File: config.mk
export PLATFORM = sky130hd
export DESIGN_NAME = move_sched
export DESIGN_NICKNAME = d
export VERILOG_FILES = /design/src/rtl/tetris_pkg.sv /design/src/rtl/move_prio_enc.sv /design/src/rtl/move_sched.sv
export SDC_FILE = /design/constraint.sdc
export NUM_CORES = 1
export LEC_CHECK = 0
export ABC_AREA = 1
export BUFFER_PORTS_ARGS = -buffer_cell sky130_fd_sc_hd__buf_2
export CAP_MARGIN = 10
export CORE_ASPECT_RATIO = 0.75
export CORE_MARGIN = 4
export CORE_UTILIZATION = 43
export CTS_BUF_LIST = sky130_fd_sc_hd__clkbuf_2 sky130_fd_sc_hd__clkbuf_4 sky130_fd_sc_hd__clkbuf_8
export DETAILED_ROUTE_END_ITERATION = 10
export HOLD_SLACK_MARGIN = 0.05
export RECOVER_POWER = 25
export SLEW_MARGIN = 20
export SYNTH_ARGS = -nofsm -noshare
export SYNTH_HDL_FRONTEND = slang
export SYNTH_SLANG_ARGS = --single-unit
File: constraint.sdc
create_clock -name vga_clk -period 0.81 [get_ports vga_clk]
set_input_delay 0.1215 -clock vga_clk [delete_from_list [all_inputs] [get_ports vga_clk]]
set_output_delay 0.1215 -clock vga_clk [all_outputs]
set_load 0.05 [all_outputs]
File: src/rtl/tetris_pkg.sv
// Shared tetris definitions: grid op codes, move scheduler state encoding,
// key bit indices and pending-bit layout.
package tetris_pkg;

    typedef enum logic [1:0] {
        ST_IDLE      = 2'd0,
        ST_ISSUE     = 2'd1,
        ST_WAIT_DONE = 2'd2
    } sched_state_e;

    typedef enum logic [2:0] {
        OP_NOP     = 3'd0,
        OP_ROTATE  = 3'd1,
        OP_DOWN    = 3'd2,
        OP_LEFT    = 3'd3,
        OP_RIGHT   = 3'd4,
        OP_GRAVITY = 3'd5,
        OP_SPAWN   = 3'd6
    } op_code_e;

    localparam int KEY_ROTATE = 0;
    localparam int KEY_DOWN   = 1;
    localparam int KEY_LEFT   = 2;
    localparam int KEY_RIGHT  = 3;

    localparam int PEND_W       = 6;
    localparam int PEND_ROTATE  = 0;
    localparam int PEND_DOWN    = 1;
    localparam int PEND_LEFT    = 2;
    localparam int PEND_RIGHT   = 3;
    localparam int PEND_GRAVITY = 4;
    localparam int PEND_SPAWN   = 5;

    // One-hot pending mask owned by a given op code (empty for NOP/unknown).
    function automatic logic [PEND_W-1:0] op_to_pend_mask(input logic [2:0] op);
        logic [PEND_W-1:0] mask;
        mask = '0;
        case (op)
            OP_ROTATE:  mask[PEND_ROTATE]  = 1'b1;
            OP_DOWN:    mask[PEND_DOWN]    = 1'b1;
            OP_LEFT:    mask[PEND_LEFT]    = 1'b1;
            OP_RIGHT:   mask[PEND_RIGHT]   = 1'b1;
            OP_GRAVITY: mask[PEND_GRAVITY] = 1'b1;
            OP_SPAWN:   mask[PEND_SPAWN]   = 1'b1;
            default:    mask = '0;
        endcase
        return mask;
    endfunction

endpackage

File: src/rtl/move_prio_enc.sv
// Fixed-priority selector over the pending sources:
// SPAWN > ROTATE > LEFT > RIGHT > DOWN > GRAVITY.
module move_prio_enc
    import tetris_pkg::*;
(
    input  logic [PEND_W-1:0] pend,
    output logic [2:0]        code
);

    always_comb begin
        code = OP_NOP;
        if (pend[PEND_SPAWN])
            code = OP_SPAWN;
        else if (pend[PEND_ROTATE])
            code = OP_ROTATE;
        else if (pend[PEND_LEFT])
            code = OP_LEFT;
        else if (pend[PEND_RIGHT])
            code = OP_RIGHT;
        else if (pend[PEND_DOWN])
            code = OP_DOWN;
        else if (pend[PEND_GRAVITY])
            code = OP_GRAVITY;
    end

endmodule

File: src/rtl/move_sched.sv
// Move scheduler: collects key/gravity/spawn requests and issues at most one
// grid operation per displayed frame, with a done-timeout watchdog.
module move_sched
    import tetris_pkg::*;
#(
    parameter int GRAVITY_FRAMES = 30,
    parameter int DONE_TIMEOUT   = 1023
)
(
    input  logic       vga_clk,
    input  logic       reset,
    input  logic [3:0] op_keys,
    input  logic       draw_finish,
    output logic       op_valid,
    output logic [2:0] op_code,
    input  logic       op_ready,
    input  logic       op_done,
    input  logic       op_landed,
    output logic       busy,
    output logic       timeout_err
);

    localparam logic [7:0] GRAV_LAST = 8'(GRAVITY_FRAMES - 1);
    localparam logic [9:0] DONE_LAST = 10'(DONE_TIMEOUT - 1);

    // Assert immediately, release two clocks after reset drops.
    logic [1:0] rst_sync;
    logic       rst;

    always_ff @(posedge vga_clk or posedge reset) begin
        if (reset)
            rst_sync <= 2'b11;
        else
            rst_sync <= {rst_sync[0], 1'b0};
    end

    assign rst = rst_sync[1];

    sched_state_e      state, state_nxt;
    logic [2:0]        op_code_q;
    logic [PEND_W-1:0] pend_q, pend_set, pend_clr, pend_eff, pend_nxt;
    logic [7:0]        frame_cnt;
    logic [9:0]        timer;
    logic              timeout_q;
    logic [2:0]        win_code;

    logic issue_acc, down_acc, grav_wrap, done_ok, timed_out, slot_open;

    assign issue_acc = (state == ST_ISSUE) && op_ready;
    assign down_acc  = issue_acc && (op_code_q == OP_DOWN);
    assign grav_wrap = draw_finish && !down_acc && (frame_cnt == GRAV_LAST);
    assign done_ok   = (state == ST_WAIT_DONE) && op_done;
    assign timed_out = (state == ST_WAIT_DONE) && !op_done && (timer == DONE_LAST);

    always_comb begin
        pend_set               = '0;
        pend_set[PEND_ROTATE]  = op_keys[KEY_ROTATE];
        pend_set[PEND_DOWN]    = op_keys[KEY_DOWN];
        pend_set[PEND_LEFT]    = op_keys[KEY_LEFT];
        pend_set[PEND_RIGHT]   = op_keys[KEY_RIGHT];
        pend_set[PEND_GRAVITY] = grav_wrap;
        pend_set[PEND_SPAWN]   = done_ok && op_landed;
    end

    // A DOWN drop or a landing makes any queued gravity drop stale.
    always_comb begin
        pend_clr = '0;
        if (issue_acc)
            pend_clr = op_to_pend_mask(op_code_q);
        if (down_acc || (done_ok && op_landed))
            pend_clr[PEND_GRAVITY] = 1'b1;
    end

    // Sets win over clears, and same-cycle requests compete for this frame.
    assign pend_nxt  = (pend_q & ~pend_clr) | pend_set;
    assign pend_eff  = pend_q | pend_set;
    assign slot_open = (state == ST_IDLE) && draw_finish && (|pend_eff);

    move_prio_enc u_prio (
        .pend (pend_eff),
        .code (win_code)
    );

    always_comb begin
        state_nxt = state;
        case (state)
            ST_IDLE: begin
                if (slot_open)
                    state_nxt = ST_ISSUE;
            end
            ST_ISSUE: begin
                if (op_ready)
                    state_nxt = ST_WAIT_DONE;
            end
            ST_WAIT_DONE: begin
                if (op_done || timed_out)
                    state_nxt = ST_IDLE;
            end
            default: state_nxt = ST_IDLE;
        endcase
    end

    always_ff @(posedge vga_clk or posedge rst) begin
        if (rst) begin
            state     <= ST_IDLE;
            pend_q    <= '0;
            frame_cnt <= '0;
            timer     <= '0;
            timeout_q <= 1'b0;
        end else begin
            state  <= state_nxt;
            pend_q <= pend_nxt;

            if (down_acc)
                frame_cnt <= '0;
            else if (draw_finish)
                frame_cnt <= grav_wrap ? 8'd0 : frame_cnt + 8'd1;

            if ((state == ST_WAIT_DONE) && (state_nxt == ST_WAIT_DONE))
                timer <= timer + 10'd1;
            else
                timer <= '0;

            if (timed_out)
                timeout_q <= 1'b1;
        end
    end

    // Latched op code is only visible while ISSUE, so it needs no reset.
    always_ff @(posedge vga_clk) begin
        if (slot_open)
            op_code_q <= win_code;
    end

    assign op_valid    = (state == ST_ISSUE);
    assign op_code     = op_valid ? op_code_q : OP_NOP;
    assign busy        = (state != ST_IDLE);
    assign timeout_err = timeout_q;

endmodule

==> results of run 1 <==
report_power, final:
part           total, mW  switching (mW)  internal [mW]  leakage, nW
logic               3.86            2.05           1.81        0.865
clock network       1.53           0.621          0.910       0.0541
registers           2.14           0.215           1.93        0.392
total               7.54            2.89           4.65         1.31
critical path, stage by stage, from the launching register on:
cell and delay (ns):
dfrtp_1 0.39, inv_1 0.07, ha_1 0.16, nand3_2 0.09
nor2_4 0.13, nand3_4 0.10, nand3_2 0.07, nand2_2 0.07
inv_2 0.09
state kept, by name, summed over array words and instances, names as in the netlist:
signal / cells
timeout_err: 1
state: 2
frame_cnt: 8
rst_sync: 2
pend_q: 6
timer: 10
op_code_q: 3
through the flow:
stage          worst slack, ns  area, um2  util, %  cells  total power, mW
2_1_floorplan           -0.509       1750        -    194             3.68
3_3_place_gp            -0.523       2240     60.0    306             4.58
3_5_place_dp            -0.567       2240     60.0    306             4.65
4_1_cts                 -0.565       2660     71.3    326             7.01
5_1_grt                 -0.705       2830     75.9    333             7.90
6_report                -0.639       2830     75.9    333             7.54
cells in the mapped netlist (2+ instances only):
library cell	count
nand2_1	34
nor2_1	28
dfrtp_1	27
inv_1	23
nand3_1	12
o21ai_2	7
a21oi_1	6
xor2_1	6
ha_1	4
nand2_2	4
edfxtp_1	3
inv_2	3
nand4_1	3
nor2_2	3
nor3_1	3
nor3b_1	3
a21oi_2	2
dfstp_2	2
nand2_4	2
nor2_4	2
o21ai_1	2
what timing repair did:
action                                  4_1_cts  5_1_grt
pin swaps                                    27       23
hold buffers                                  1        0
hold endpoints to repair                      2        0
cloned                                        0        0
resized for setup                            58       39
setup buffers                                13       12
endpoints found under the setup margin       39       39
layout make-up:
class	count	area (um2)	area share [%]
Tap cell	52	65.1	2.30
Clock inverter	3	42.5	1.50
Clock buffer	5	68.8	2.43
Sequential cell	32	820	28.9
Inverter	26	106	3.75
Timing Repair Buffer	81	689	24.3
Multi-Input combinational cell	134	1040	36.8
worst max-delay path by stage:
stage | startpoint | endpoint | slack [ns] | cells after the start
finish | frame_cnt[1] | op_code_q[1] | -0.64 | 8
global route | state[1] | state[0] | -0.70 | 8
CTS | frame_cnt[1] | op_code_q[2] | -0.56 | 8
detailed placement | frame_cnt[1] | op_code_q[1] | -0.57 | 8
global placement | frame_cnt[1] | op_code_q[1] | -0.52 | 8
floorplan | frame_cnt[1] | op_code_q[0] | -0.51 | 8
per-layer routing:
layer	part of all wire [%]	wire length [um]	vias to the layer above
li1	-	-	795
met1	41	2010	806
met5	0	0	-
met3	3.9	193	12
met4	1.9	93	0
met2	53	2630	33
logic make-up (layout without fill, tap and decap cells):
family / Yosys count / count (layout)
adders and majority gates: 4 / 4
DFF: 32 / 32
buffers and inverters: 28 / 115
xor gates and xnor gates: 7 / 7
and+or+nand+nor: 100 / 100
AOI/OAI and AO/OA: 22 / 22
other: 1 / 1
==> flow_summary.ini, run 1 <==
[logic_synthesis]
yosys_register_bits = 32
synth_top_family_by_area = simple AND/OR/NAND/NOR gates
synth_warnings = 0
synthArstFlopShare_pct = 90.6
synth.avg_cell_area_um2 = 8.75
synth-compound-area-share_pct = 9.21
synth_ff_type = dfrtp_1
ys_seq_area_share_pct = 48.2
synth_xor_area_share_pct = 3.61
syn_inst = 194
synth_adder_area_share_pct = 2.95
syn_nets = 208
synth_edf_count = 3
synthMuxAreaShare_pct = 0
yosys.area.top_type = dfrtp_1
synth-simple-area-share_pct = 29.1
yosys.area.top_type_share_pct = 39.8
syn_area_um2 = 1700
synth.distinct_cells = 36
yosys-top-cells-area = dfrtp_1 (40%), nand2_1 (7.5%), nor2_1 (6.2%), edfxtp_1 (5.3%), inv_1 (5.1%)

[cells_and_area]
fill_cells = 235
final_common_cell = buf_4
insertedDiodeCount = 0
final_nets = 294
drive_gt1_share_pct = 60.1
final_cell_mix = buf_4 (45), dfrtp_1 (26), buf_6 (23), nand2_1 (22), inv_1 (16)
area_growth_pct = 66.9

[routing]
firstDrtPassIters = 4
num_vias = 1646
wl_per_cell_um = 14.8
viasPerCell = 4.94
drc = 0
drt_iter0_markers = 123
wl_um = 4930
ant_nets = 0

[global_route]
grt_pass1_vias = 1655
grt_pass1_wl_um = 7670
top_usage_layer = met2
grt.met3_usage_pct = 4.32
use_met2_pct = 33.0
grt_usage_pct = 19.6
met1_usage_pct = 25.6
antenna_found_initial = 0
grt_max_degree = 28
grt_overflow = 0

[clocking]
cts_buffers = 5
path_clk_slew_ns = 0.06
cts_tree = built
clockBufferDepth = 2
clock_latency_ns = 0.29
cts_max_level = 2
clock_sinks = 32
cts_root_buf = clkbuf_8

[critical_path]
worstPathRequired_ns = 0.81
timing.rr.start = frame_cnt[1]
endpoint_kind = flip-flop
critPathLaunchType = flip-flop
r2r_cells = 8
r2r_end = op_code_q[1]
reg2reg_slack_ns = -0.64
arrival_ns = 1.45
worst-path-max-fanout = 3
crit_type = reg -> reg

[pwr]
p_leak_nw = 1.31
peakVddDrop_mv = 1.80
p_per_area_nw_per_um2 = 2660

[place]
hpwl_um = 2810
gp_congestion = 0.869
portBuffers = 15

[floorplan]
coreArea_um2 = 3730
start_util_pct = 45.5
die_w_um = 80.6
num_io_pins = 16
num_rows = 19
die_area_um2 = 5030
fp.dieH_um = 62.4

[hold_path]
hold-path-endpoint = pend_q[3]
min-delay-start = op_keys[3]
hp-class = in -> reg
hold_path_depth = 3

[timing]
skew_ns = 0.00815
max_freq_mhz = 690
fin_tns_setup_ns = -20.03
finalHoldViolations = 0
setup_ws_ns = -0.639
report.final.slew_viol_count = 0
rsz0062_at_grt = yes
fin_crit_ns = 1.45
setup_viol = 39
min_period_over_period_pct = 179
whs_ns = 0.136

[flow_run]
maxCapViolations = 0

[outcome]
status = finished, violations left
violations = setup timing
Note: power is estimated with default switching activity, not from simulation.
==> inputs of run 2 (changes only) <==
--- a/config.mk
+++ b/config.mk
@@ -11,10 +11,9 @@
 export CORE_ASPECT_RATIO = 0.75
 export CORE_MARGIN = 4
 export CORE_UTILIZATION = 43
-export CTS_BUF_LIST = sky130_fd_sc_hd__clkbuf_2 sky130_fd_sc_hd__clkbuf_4 sky130_fd_sc_hd__clkbuf_8
+export CTS_BUF_LIST = sky130_fd_sc_hd__clkbuf_4 sky130_fd_sc_hd__clkbuf_8
 export DETAILED_ROUTE_END_ITERATION = 10
 export HOLD_SLACK_MARGIN = 0.05
-export RECOVER_POWER = 25
 export SLEW_MARGIN = 20
 export SYNTH_ARGS = -nofsm -noshare
 export SYNTH_HDL_FRONTEND = slang
==> flow_summary.ini, run 2 (same netlist as run 1, synthesis figures left out) <==
[pwr]
p_leak_nw = 1.32
total_power_mw = 7.55
p_per_area_nw_per_um2 = 2650
peakVddDrop_mv = 1.79

[floorplan]
num_io_pins = 16
die_area_um2 = 5030
fp.dieH_um = 62.4
num_rows = 19
die_w_um = 80.6
coreArea_um2 = 3730
start_util_pct = 45.5

[routing]
ant_nets = 0
drt_iter0_markers = 106
num_vias = 1652
firstDrtPassIters = 4
viasPerCell = 4.96
wl_per_cell_um = 14.8
wl_um = 4930
drc = 0

[cells_and_area]
regMostFlops = timer
final_common_cell = buf_4
insertedDiodeCount = 0
area_growth_pct = 67.6
drive_gt1_share_pct = 60.5
final_nets = 294
largestRegisters = timer (10), frame_cnt (8), pend_q (6)
fill_cells = 233
largest_register_ffs = 10
final_cell_mix = buf_4 (45), dfrtp_1 (26), buf_6 (23), nand2_1 (22), inv_1 (16)

[global_route]
grt_pass1_vias = 1655
grt_usage_pct = 19.6
grt_max_degree = 28
antenna_found_initial = 0
grt_pass1_wl_um = 7670
grt_overflow = 0

[clocking]
cts_max_level = 2
path_clk_slew_ns = 0.06
cts_tree = built
clockBufferDepth = 2
cts_buffers = 5
cts_root_buf = clkbuf_8
clock_sinks = 32
clock_latency_ns = 0.29

[place]
portBuffers = 15
post-place-ws_ns = -0.567
gp_congestion = 0.869
hpwl_um = 2810

[critical_path]
critPathTopFamily = simple AND/OR/NAND/NOR gates
cp.depth = 8
worst-path-max-fanout = 3
max_stage_delay_ns = 0.39
path_buf_inv = 2
cp_common_cell = nand3_2
crit_type = reg -> reg
endpoint_kind = flip-flop
crit_end = op_code_q[1]
cp_cell_sequence = inv_1 > ha_1 > nand3_2 > nor2_4 > nand3_4 > nand3_2 > nand2_2 > inv_2
timing.rr.start = frame_cnt[1]
crit_start = frame_cnt[1]
r2r_cells = 8
arrival_ns = 1.45
r2r_end = op_code_q[1]
critPathLaunchType = flip-flop
reg2reg_slack_ns = -0.64
worstPathRequired_ns = 0.81
critPathSlowestCell = dfrtp_1

[timing]
rsz0062_at_grt = yes
fin_crit_ns = 1.45
skew_ns = 0.00903
setup_ws_ns = -0.643
report.final.slew_viol_count = 0
min_period_over_period_pct = 179
max_freq_mhz = 688
finalHoldViolations = 0
fin_tns_setup_ns = -20.09
setup_viol = 39

[outcome]
violations = setup timing
status = finished, violations left

[flow_run]
maxCapViolations = 0

[hold_path]
hp-class = in -> reg
==> run 2: how the worst min path moves through the flow <==
| stage | slack (ns) | cells past startpoint | end | from |
|---|---|---|---|---|
| final | 0.14 | 3 | pend_q[3] | op_keys[3] |
| after global routing | 0.14 | 3 | pend_q[3] | op_keys[3] |
| after CTS | 0.14 | 3 | pend_q[0] | op_keys[0] |
| after detailed placement | 0.15 | 2 | rst_sync[1] | reset |
| after global placement | 0.14 | 2 | rst_sync[1] | reset |
| after floorplan | 0.03 | 1 | rst_sync[0] | reset |
==> run 2: stage by stage <==
| step | area, um2 | instances | util [%] | hold slack (ns) |
|---|---|---|---|---|
| 2_1_floorplan | 1750 | 194 | - | 0.0330 |
| 3_3_place_gp | 2240 | 306 | 60.0 | 0.142 |
| 3_5_place_dp | 2240 | 306 | 60.0 | 0.150 |
| 4_1_cts | 2660 | 326 | 71.3 | 0.137 |
| 5_1_grt | 2850 | 333 | 76.3 | 0.141 |
| 6_report | 2850 | 333 | 76.3 | 0.137 |
==> run 2: power by group <==
| group | internal [mW] | switching [mW] | total, mW |
|---|---|---|---|
| clock | 0.910 | 0.618 | 1.53 |
| sequential | 1.93 | 0.216 | 2.14 |
| combinational | 1.82 | 2.06 | 3.88 |
| total | 4.66 | 2.89 | 7.55 |
==> run 2: repair_timing <==
| item | in CTS | in global routing |
|---|---|---|
| resized for setup | 58 | 39 |
| setup buffers | 13 | 12 |
| hold buffers | 1 | 0 |
| pin swaps | 27 | 23 |
| hold endpoints to repair | 2 | 0 |
| setup endpoints to repair | 39 | 39 |
==> run 2: layout make-up <==
cell class	count	area [um2]	share of cell area (%)
Multi-Input combinational cell	134	1040	36.6
Clock buffer	5	68.8	2.42
Sequential cell	32	820	28.8
Inverter	26	106	3.74
Tap cell	52	65.1	2.29
Clock inverter	3	42.5	1.49
Timing Repair Buffer	81	702	24.7
==> run 2: worst min-delay path, cell delays in order <==
cell and delay [ns]:
buf_2 0.09, nor2_1 0.07, a21oi_2 0.10
==> run 2: layer usage <==
metal,global-route usage (%),vias to the layer above,part of all wire [%]
met3,4.32,12,3.8
met4,5.06,0,2.0
met2,33.0,34,53
met1,25.6,809,42
met5,0,-,0
li1,-,797,-
